`config.mk`:
```
export PLATFORM = sky130hd
export DESIGN_NAME = wb_scoreboard
export DESIGN_NICKNAME = d
export VERILOG_FILES = /design/src/rtl/wb_scoreboard_pkg.sv /design/src/rtl/wb_scoreboard_sb_cnt.sv /design/src/rtl/wb_scoreboard.sv
export SDC_FILE = /design/constraint.sdc
export NUM_CORES = 1
export LEC_CHECK = 0
export ABC_AREA = 1
export CAP_MARGIN = 0
export CELL_PAD_IN_SITES_DETAIL_PLACEMENT = 1
export CELL_PAD_IN_SITES_GLOBAL_PLACEMENT = 1
export CORE_UTILIZATION = 40
export CTS_CLUSTER_DIAMETER = 50
export DETAILED_ROUTE_END_ITERATION = 12
export DONT_BUFFER_PORTS = 1
export GPL_TIMING_DRIVEN = 0
export PLACE_DENSITY_LB_ADDON = 0.25
export REMOVE_ABC_BUFFERS = 1
export SETUP_SLACK_MARGIN = 0.15
export SYNTH_ARGS = -nofsm -noshare
export SYNTH_HDL_FRONTEND = slang
export SYNTH_SLANG_ARGS = --single-unit
```
`constraint.sdc`:
```
create_clock -name clk -period 4.7 [get_ports clk]
set_input_delay 0.94 -clock clk [delete_from_list [all_inputs] [get_ports clk]]
set_output_delay 0.94 -clock clk [all_outputs]
set_load 0.03 [all_outputs]
```
`src/rtl/wb_scoreboard_pkg.sv`:
```
// Shared constants and helpers for the writeback scoreboard.
package wb_scoreboard_pkg;

  localparam int REG_ADDR_W = 5;
  localparam int DATA_W     = 32;
  localparam int NLANE      = 3;
  localparam int NREG       = 32;

  localparam logic [REG_ADDR_W-1:0] REG_ZERO = 5'd0;

  // Number of valid lanes (out of three) whose destination equals r.
  function automatic logic [1:0] lane_hits(
    input logic [2:0]            v,
    input logic [REG_ADDR_W-1:0] rd1,
    input logic [REG_ADDR_W-1:0] rd2,
    input logic [REG_ADDR_W-1:0] rd3,
    input logic [REG_ADDR_W-1:0] r
  );
    logic h1, h2, h3;
    h1 = v[0] && (rd1 == r);
    h2 = v[1] && (rd2 == r);
    h3 = v[2] && (rd3 == r);
    return {1'b0, h1} + {1'b0, h2} + {1'b0, h3};
  endfunction

endpackage

```
`src/rtl/wb_scoreboard_sb_cnt.sv`:
```
// Pending-write counter for one architectural register.
module sb_cnt #(
  parameter int CNT_W = 2
) (
  input  logic             clk,
  input  logic             rst,
  input  logic [CNT_W-1:0] add,
  input  logic [CNT_W-1:0] sub,
  input  logic             stall,
  output logic [CNT_W-1:0] cnt,
  output logic             busy,
  output logic             underflow
);

  logic [CNT_W-1:0] add_eff;
  logic [CNT_W:0]   sum;
  logic [CNT_W:0]   diff;

  // A stalled group reserves nothing; retirements always apply.
  always_comb begin
    add_eff   = stall ? '0 : add;
    sum       = {1'b0, cnt} + {1'b0, add_eff};
    underflow = ({1'b0, sub} > sum);
    diff      = sum - {1'b0, sub};
  end

  // Count register; an underflow clamps to zero instead of wrapping.
  always_ff @(posedge clk) begin
    if (rst)
      cnt <= '0;
    else if (underflow)
      cnt <= '0;
    else
      cnt <= diff[CNT_W-1:0];
  end

  assign busy = (cnt != '0);

endmodule

```
`src/rtl/wb_scoreboard.sv`:
```
// Writeback arbiter and destination scoreboard for the three-lane datapath.
import wb_scoreboard_pkg::*;

module wb_scoreboard #(
  parameter int NLANE = 3,
  parameter int CNT_W = 2
) (
  input  logic                  clk,
  input  logic                  rst,
  input  logic                  rsv_valid1,
  input  logic                  rsv_valid2,
  input  logic                  rsv_valid3,
  input  logic [REG_ADDR_W-1:0] rsv_rd1,
  input  logic [REG_ADDR_W-1:0] rsv_rd2,
  input  logic [REG_ADDR_W-1:0] rsv_rd3,
  output logic                  rsv_stall,
  input  logic                  res_valid1,
  input  logic                  res_valid2,
  input  logic                  res_valid3,
  input  logic [REG_ADDR_W-1:0] res_rd1,
  input  logic [REG_ADDR_W-1:0] res_rd2,
  input  logic [REG_ADDR_W-1:0] res_rd3,
  input  logic [DATA_W-1:0]     res_data1,
  input  logic [DATA_W-1:0]     res_data2,
  input  logic [DATA_W-1:0]     res_data3,
  output logic                  we1,
  output logic                  we2,
  output logic                  we3,
  output logic [REG_ADDR_W-1:0] rw1,
  output logic [REG_ADDR_W-1:0] rw2,
  output logic [REG_ADDR_W-1:0] rw3,
  output logic [DATA_W-1:0]     inW1,
  output logic [DATA_W-1:0]     inW2,
  output logic [DATA_W-1:0]     inW3,
  output logic [NREG-1:0]       busy,
  output logic                  sb_err
);

  localparam logic [CNT_W:0] CNT_MAX = (CNT_W+1)'((1 << CNT_W) - 1);

  logic [2:0]       rsv_v;
  logic [2:0]       res_v;
  logic [NREG-1:1]  ovf;
  logic [NREG-1:1]  uf;
  logic [NREG-1:1]  busy_r;
  logic [NLANE-1:0] win;

  assign rsv_v = {rsv_valid3, rsv_valid2, rsv_valid1};
  assign res_v = {res_valid3, res_valid2, res_valid1};

  // Register 0 is excluded by starting at 1: it is never counted or reserved.
  for (genvar r = 1; r < NREG; r++) begin : g_reg
    logic [CNT_W-1:0] add_r;
    logic [CNT_W-1:0] sub_r;
    logic [CNT_W-1:0] cnt_r;

    // Match decode of reservations and retirements against this register.
    always_comb begin
      add_r  = CNT_W'(lane_hits(rsv_v, rsv_rd1, rsv_rd2, rsv_rd3, REG_ADDR_W'(r)));
      sub_r  = CNT_W'(lane_hits(res_v, res_rd1, res_rd2, res_rd3, REG_ADDR_W'(r)));
      ovf[r] = ({1'b0, cnt_r} + {1'b0, add_r}) > CNT_MAX;
    end

    sb_cnt #(.CNT_W(CNT_W)) u_cnt (
      .clk       (clk),
      .rst       (rst),
      .add       (add_r),
      .sub       (sub_r),
      .stall     (rsv_stall),
      .cnt       (cnt_r),
      .busy      (busy_r[r]),
      .underflow (uf[r])
    );
  end

  // Any register that would exceed its max count blocks the whole group;
  // same-cycle retirements are deliberately not credited here.
  assign rsv_stall = |ovf;
  assign busy      = {busy_r, 1'b0};

  // Only the youngest writer of a destination survives; older duplicates drop.
  always_comb begin
    win    = '0;
    win[0] = res_valid1 && (res_rd1 != REG_ZERO)
             && !(res_valid2 && (res_rd2 == res_rd1))
             && !(res_valid3 && (res_rd3 == res_rd1));
    win[1] = res_valid2 && (res_rd2 != REG_ZERO)
             && !(res_valid3 && (res_rd3 == res_rd2));
    win[2] = res_valid3 && (res_rd3 != REG_ZERO);
  end

  // Register-file write ports; address/data hold when a lane does not write.
  always_ff @(posedge clk) begin
    if (rst) begin
      we1  <= 1'b0;
      we2  <= 1'b0;
      we3  <= 1'b0;
      rw1  <= '0;
      rw2  <= '0;
      rw3  <= '0;
      inW1 <= '0;
      inW2 <= '0;
      inW3 <= '0;
    end else begin
      we1 <= win[0];
      we2 <= win[1];
      we3 <= win[2];
      if (win[0]) begin
        rw1  <= res_rd1;
        inW1 <= res_data1;
      end
      if (win[1]) begin
        rw2  <= res_rd2;
        inW2 <= res_data2;
      end
      if (win[2]) begin
        rw3  <= res_rd3;
        inW3 <= res_data3;
      end
    end
  end

  // Sticky error: a result retired a register with nothing pending.
  always_ff @(posedge clk) begin
    if (rst)
      sb_err <= 1'b0;
    else if (|uf)
      sb_err <= 1'b1;
  end

endmodule

```
* After elaboration in Yosys (flattened, before gate mapping)
Index checks and enable logic that the tools add are counted.
** Word-level totals
- Register bits after elaboration :: 177
- Bits of input ports :: 134
- Logic and storage cells :: 805
** Cells by class
- Add/subtract/negate cells :: 217
- Magnitude comparators :: 62
- Equal/unequal tests :: 189
- Multiplexer cells :: 31
- Reduce and logical (&&, ||, !) cells :: 265
** Operator list (number)
- equality test 5 bit, second input constant :: 96
- equality test 5 x 4 -> 1 bit, second input constant :: 48
- logical AND 1 bit :: 195
- adder 2 x 2 -> 3 bit :: 62
- adder 1 x 1 -> 2 bit :: 62
- adder 2 x 1 -> 2 bit :: 62
- equality test 5 x 3 -> 1 bit, second input constant :: 24
- greater-than comparator 2 x 3 -> 1 bit :: 31
- greater-than comparator 3 x 2 -> 1 bit, second input constant :: 31
- two-way mux 2 bit :: 31
- nonzero test 2 bit :: 31
- OR reduction 2 bit :: 31
- OR reduction 31 bit :: 2
- subtractor 2 bit :: 31
- equality test 5 x 2 -> 1 bit, second input constant :: 12
- equality test 5 x 1 -> 1 bit, second input constant :: 6
- equality test 5 bit :: 3
- nonzero test 5 bit :: 3
- logical NOT 1 bit :: 3

* Logic depth before layout (Yosys ltp)
Gate-level depths: netlist of the first run.
- Depth in word-level cells :: 11
- Gate-level depth with buffers :: 26
- Mapped depth without buffers :: 25

* By module
A second synthesis of the first run with hierarchy kept.
** Unflattened totals
- Cells, all modules :: 2192
- Area, all modules :: 14949.3 um^2
** Modules (own cells, without submodules)
- wb_scoreboard :: times used 1, cells each 1293, area each 8549.4 um^2, sequential area each 2302.2 um^2
- sb_cnt :: times used 31, cells each 29, area each 206.4 um^2, sequential area each 40.0 um^2

* Worst setup path before layout of the first run
No wires, ideal clock.
- Path kind :: input to register
- Start :: input rsv_valid1
- End :: register sb_err
- Arrival :: 4.595 ns
- Path slack :: -0.027 ns
- Stages :: 25
- Buffers on the path :: 2
- Cells stage by stage :: nand2_1 -> clkbuf_1 -> nor2_1 -> fa_1 -> ha_1 -> nand3_1 -> nand2_1 -> nor2_1 -> nand3b_1 -> nor2_1 -> nand3_1 -> clkbuf_1 -> nor2_1 -> ha_1 -> fa_1 -> inv_1 -> ha_1 -> inv_1 -> nor2_1 -> o21ai_0 -> nand2_1 -> nor2_1 -> nand2_1 -> nor2_1 -> a21oi_1
** Between the ends
- Longest elaborated chain between the ends :: 10
- Elaborated cells between the ends (all ways) :: 250
- Classes of those cells :: add/sub: 124; order compare: 62; mux: 31; reduce/logical: 33
** Ends and longest elaborated chain
- start: declaration :: RTL line wb_scoreboard.sv:10 : input logic rsv_valid1,
- logical AND 1 bit :: RTL line wb_scoreboard_pkg.sv:20 : h1 = v[0] && (rd1 == r);
- adder 1 x 1 -> 2 bit :: RTL line wb_scoreboard_pkg.sv:23 : return {1'b0, h1} + {1'b0, h2} + {1'b0, h3};
- adder 2 x 1 -> 2 bit :: RTL line wb_scoreboard_pkg.sv:23
- adder 2 x 2 -> 3 bit :: RTL line wb_scoreboard.sv:61 : ovf[r] = ({1'b0, cnt_r} + {1'b0, add_r}) > CNT_MAX;
- greater-than comparator 3 x 2 -> 1 bit :: RTL line wb_scoreboard.sv:61
- OR reduction 31 bit :: RTL line wb_scoreboard.sv:78 : assign rsv_stall = |ovf;
- two-way mux 2 bit :: RTL line wb_scoreboard_sb_cnt.sv:21 : add_eff = stall ? '0 : add;
- adder 2 x 2 -> 3 bit :: RTL line wb_scoreboard_sb_cnt.sv:22 : sum = {1'b0, cnt} + {1'b0, add_eff};
- greater-than comparator 2 x 3 -> 1 bit :: RTL line wb_scoreboard_sb_cnt.sv:23 : underflow = ({1'b0, sub} > sum);
- OR reduction 31 bit * :: RTL line wb_scoreboard.sv:127 : else if (|uf)
- end signal: assignment :: RTL line wb_scoreboard.sv:126 : sb_err <= 1'b0;
- end signal: assignment :: RTL line wb_scoreboard.sv:128 : sb_err <= 1'b1;
- end: declaration :: RTL line wb_scoreboard.sv:36 : output logic sb_err
Mark *: on every way between the ends. The rest lies on a longest branch, timed or not.
A chain may end at the register's enable or synchronous reset.

* Final worst setup path of the first run
- Start :: input rsv_rd1[4]
- End :: register sb_err
** Between the ends
- Longest elaborated chain between the ends :: 11
- Elaborated cells between the ends (all ways) :: 281
- Classes of those cells :: add/sub: 124; order compare: 62; eq/ne: 31; mux: 31; reduce/logical: 33
** Ends and longest elaborated chain
- start: declaration :: RTL line wb_scoreboard.sv:13 : input logic [REG_ADDR_W-1:0] rsv_rd1,
- equality test 5 x 1 -> 1 bit, or another cell as far along :: RTL line wb_scoreboard_pkg.sv:20
- logical AND 1 bit :: RTL line wb_scoreboard_pkg.sv:20
- adder 1 x 1 -> 2 bit :: RTL line wb_scoreboard_pkg.sv:23
- adder 2 x 1 -> 2 bit :: RTL line wb_scoreboard_pkg.sv:23
- adder 2 x 2 -> 3 bit :: RTL line wb_scoreboard.sv:61
- greater-than comparator 3 x 2 -> 1 bit :: RTL line wb_scoreboard.sv:61
- OR reduction 31 bit * :: RTL line wb_scoreboard.sv:78
- via rsv_stall :: RTL line wb_scoreboard.sv:16 : output logic rsv_stall,
- two-way mux 2 bit :: RTL line wb_scoreboard_sb_cnt.sv:21
- adder 2 x 2 -> 3 bit :: RTL line wb_scoreboard_sb_cnt.sv:22
- greater-than comparator 2 x 3 -> 1 bit :: RTL line wb_scoreboard_sb_cnt.sv:23
- OR reduction 31 bit * :: RTL line wb_scoreboard.sv:127
The timed path passes the listed nets; every way through them passes the cells marked *.

==> qor.yml, run 1 <==
route:
  drc: 0
  drt-total-wl_um: 49400
  wire_per_inst_um: 19.9
  dr_total_vias: 12700
  dr.pass1.iters: 5
  antenna_left: 0
  via_per_inst: 5.14
  drtIter0Drc: 650
timing:
  setup_viol: 0
  drv_slew: 0
  period_minus_slack_ns: 4.63
  hold_ws_ns: 0.551
  fin_crit_sh_pct: 98.5
  hold_violations: 0
  fmax_mhz: 216
  worst_slew_pin_slew_ns: 1.28
  fin_skew_ns: 0.0119
  rsz0062_at_grt: "true"
  slew_headroom_pct: 14.7
worst_setup_path:
  crit_buf_inv: 4
  r2r_start: "g_reg[24].u_cnt.cnt[1]$_SDFF_PP0_"
  worstSetupEndpointType: "flop"
  crit_type: "primary input to flop"
  slowest_stage: "fa_2"
  slowest_delay_ns: 0.43
  path_max_fanout: 6
  arrival_ns: 4.97
  cp_top_family: "simple AND/OR/NAND/NOR gates"
  cp_data_required_time_ns: 5.04
  setup.worst_path.start: "rsv_rd1[4]"
  critPathLaunchType: "primary input"
floorplanning:
  die_w_um: 191
  ios: 282
  fp.dieH_um: 191
  core-area_um2: 34800
  start_util_pct: 41.0
  row_count: 68
  die_area_um2: 36400
cts:
  clock_latency_ns: 0.46
  clkTransAtPathRegs_ns: 0.07
  cts_tree: "done"
  clock_sinks: 177
  cts_buffers: 17
  htreeDepth: 4
  cts_hold_buf: 0
  cts-root-buf: "clkbuf_16"
  cts_buffer_depth: 2
hold_path:
  holdCritPathClass: "primary input to flop"
  hold_start: "rst"
global_route:
  grt_use_total_pct: 27.5
  grt_max_degree: 75
  antenna_found_initial: 0
  grt_pass1_wl_um: 75300
  overflow: 0
  grt_pass1_vias: 13700
synth:
  synth_top_cell_by_area: "dfxtp_1"
  yosys_warnings: 0
  syn-cell-area_um2: 14300
  syn_area_per_cell_um2: 7.00
  ys.flop_type: "dfxtp_1"
  synthTopCellsByArea: "dfxtp_1 25%, nor2_1 14%, ha_1 14%"
  synth_top_cells_by_count: "549 x nor2_1, 390 x nand2_1, 322 x inv_1, 177 x dfxtp_1, 155 x ha_1"
  synth_cell_types: 31
  synth_edf_count: 0
  syn_inst: 2040
  synth.most_common_cell: "nor2_1"
  synth_seq_area_share_pct: 24.8
  async_flop_share_pct: 0
  yosysTopAreaCellShare_pct: 24.8
  synth-seq-cells: 177
final_layout:
  final_core_util_pct: 46.6
  stdcell_area_um2: 16200
  drive_gt1_share_pct: 14.5
  final_cell_count_no_fill: 2479
  nets: 2394
  area_growth_pct: 13.5
  diodes: 0
placement:
  hpwl_um: 37200
  portBuffers: 0
  placed_area_um2: 14300
  placed_cells: 2404
  gp_congestion: 0.903
power_and_ir_drop:
  pwr_density_cell_nw_per_um2: 263
  p_int_w: 0.00273
  power_frac_seq_pct: 43.5
  p_sw_w: 0.00153
  p_comb_share_pct: 21.1
  ir_drop_mv: 0.315
  p_clk_share_pct: 35.5
  switching_share_pct: 35.9
  p_leak_nw: 7.94
run_status:
  status: "complete, no violations"
run:
  max_cap_violations: 0
## cells by family (layout without fill, tap and decap cells)
family / count (synthesis) / after routing / synth area share, %
and+or+nand+nor: 1028 / 1035 / 28.3
buffers and inverters: 421 / 398 / 12.6
adders and majority gates: 248 / 248 / 26.6
DFF: 177 / 177 / 24.8
AOI/OAI and AO/OA: 130 / 130 / 5.47
xor gates and xnor gates: 35 / 35 / 2.15
other: 1 / 1 / 0.0263
## power groups by stage
stage,registers [W],clock network (W),logic (W)
final,0.00185,0.00151,0.000898
after global routing,0.00187,0.00161,0.00101
after CTS,0.00185,0.00155,0.000857
after detailed placement,0.00189,0,0.000807
after global placement,0.00188,0,0.000772
after floorplan,0.00185,0,0.000603
## registers in the layout (all words and copies together), names as in the netlist
name,count
we3,1
rw3,5
inW2,32
inW3,32
we2,1
inW1,32
rw2,5
we1,1
sb_err,1
rw1,5
g.u_cnt.cnt,62
## placed cells by master (no fill, tap or decap), drive strengths merged
cell	instances
a21boi	1
buf	38
nand4	8
ha	155
nand2	394
o21ai	47
nand3b	1
inv	333
xor2	35
clkbuf	18
dfxtp	177
nor2	549
clkinvlp	4
conb	1
or2	33
fa	93
bufinv	2
a21oi	37
nand3	46
o21bai	45
nor3	4
clkinv	3
## stage by stage
stage          setup WS, ns  TNS (ns)  total power [W]
6_report             0.0697         0          0.00426
5_1_grt             -0.0683   -0.0683          0.00448
4_1_cts               0.151         0          0.00426
3_5_place_dp          -2.14    -79.31          0.00269
3_3_place_gp          -3.63   -178.91          0.00265
2_1_floorplan        -0.992    -47.10          0.00245
## worst paths after layout
path / end / slack [ns] / depth (start not counted)
setup / recovery: sb_err$_SDFFE_PP0P_ / 0.07 / 25
hold / removal: rw3[4]$_SDFFE_PP0P_ / 0.55 / 1
hold reg to reg: rw3[4]$_SDFFE_PP0P_ / 0.63 / 2
setup reg to reg: sb_err$_SDFFE_PP0P_ / 0.93 / 20
## timing repair
action | in CTS | in global routing
gates resized for setup | 144 | 86
cloned | 7 | 0
setup endpoints to repair | 64 | 3
pin swaps | 48 | 47
buffers inserted | 28 | 9
## layer usage
layer  GRT usage, %  part of all wire [%]  routed length (um)
met5              0                     0                   0
met4           10.9                   3.2                1580
met2           46.9                    49               24000
met3           8.58                   8.5                4170
met1           31.8                    40               19600
## layout make-up
| type | count | area [um^2] |
|---|---|---|
| Inverter | 329 | 1240 |
| Multi-Input combinational cell | 1449 | 9820 |
| Sequential cell | 177 | 3540 |
| Tap cell | 455 | 569 |
| Clock inverter | 13 | 166 |
| Fill cell | 4360 | 18600 |
| Timing Repair Buffer | 38 | 422 |
| Clock buffer | 18 | 439 |
(Power assumes the default switching activity.)
==> run 2, diff against run 1 <==
--- a/config.mk
+++ b/config.mk
@@ -20,3 +20,4 @@
 export SYNTH_ARGS = -nofsm -noshare
 export SYNTH_HDL_FRONTEND = slang
 export SYNTH_SLANG_ARGS = --single-unit
+export TNS_END_PERCENT = 30
==> results of run 2 <==
Same layout as run 1: the final DEF is identical, and so are final timing and power.
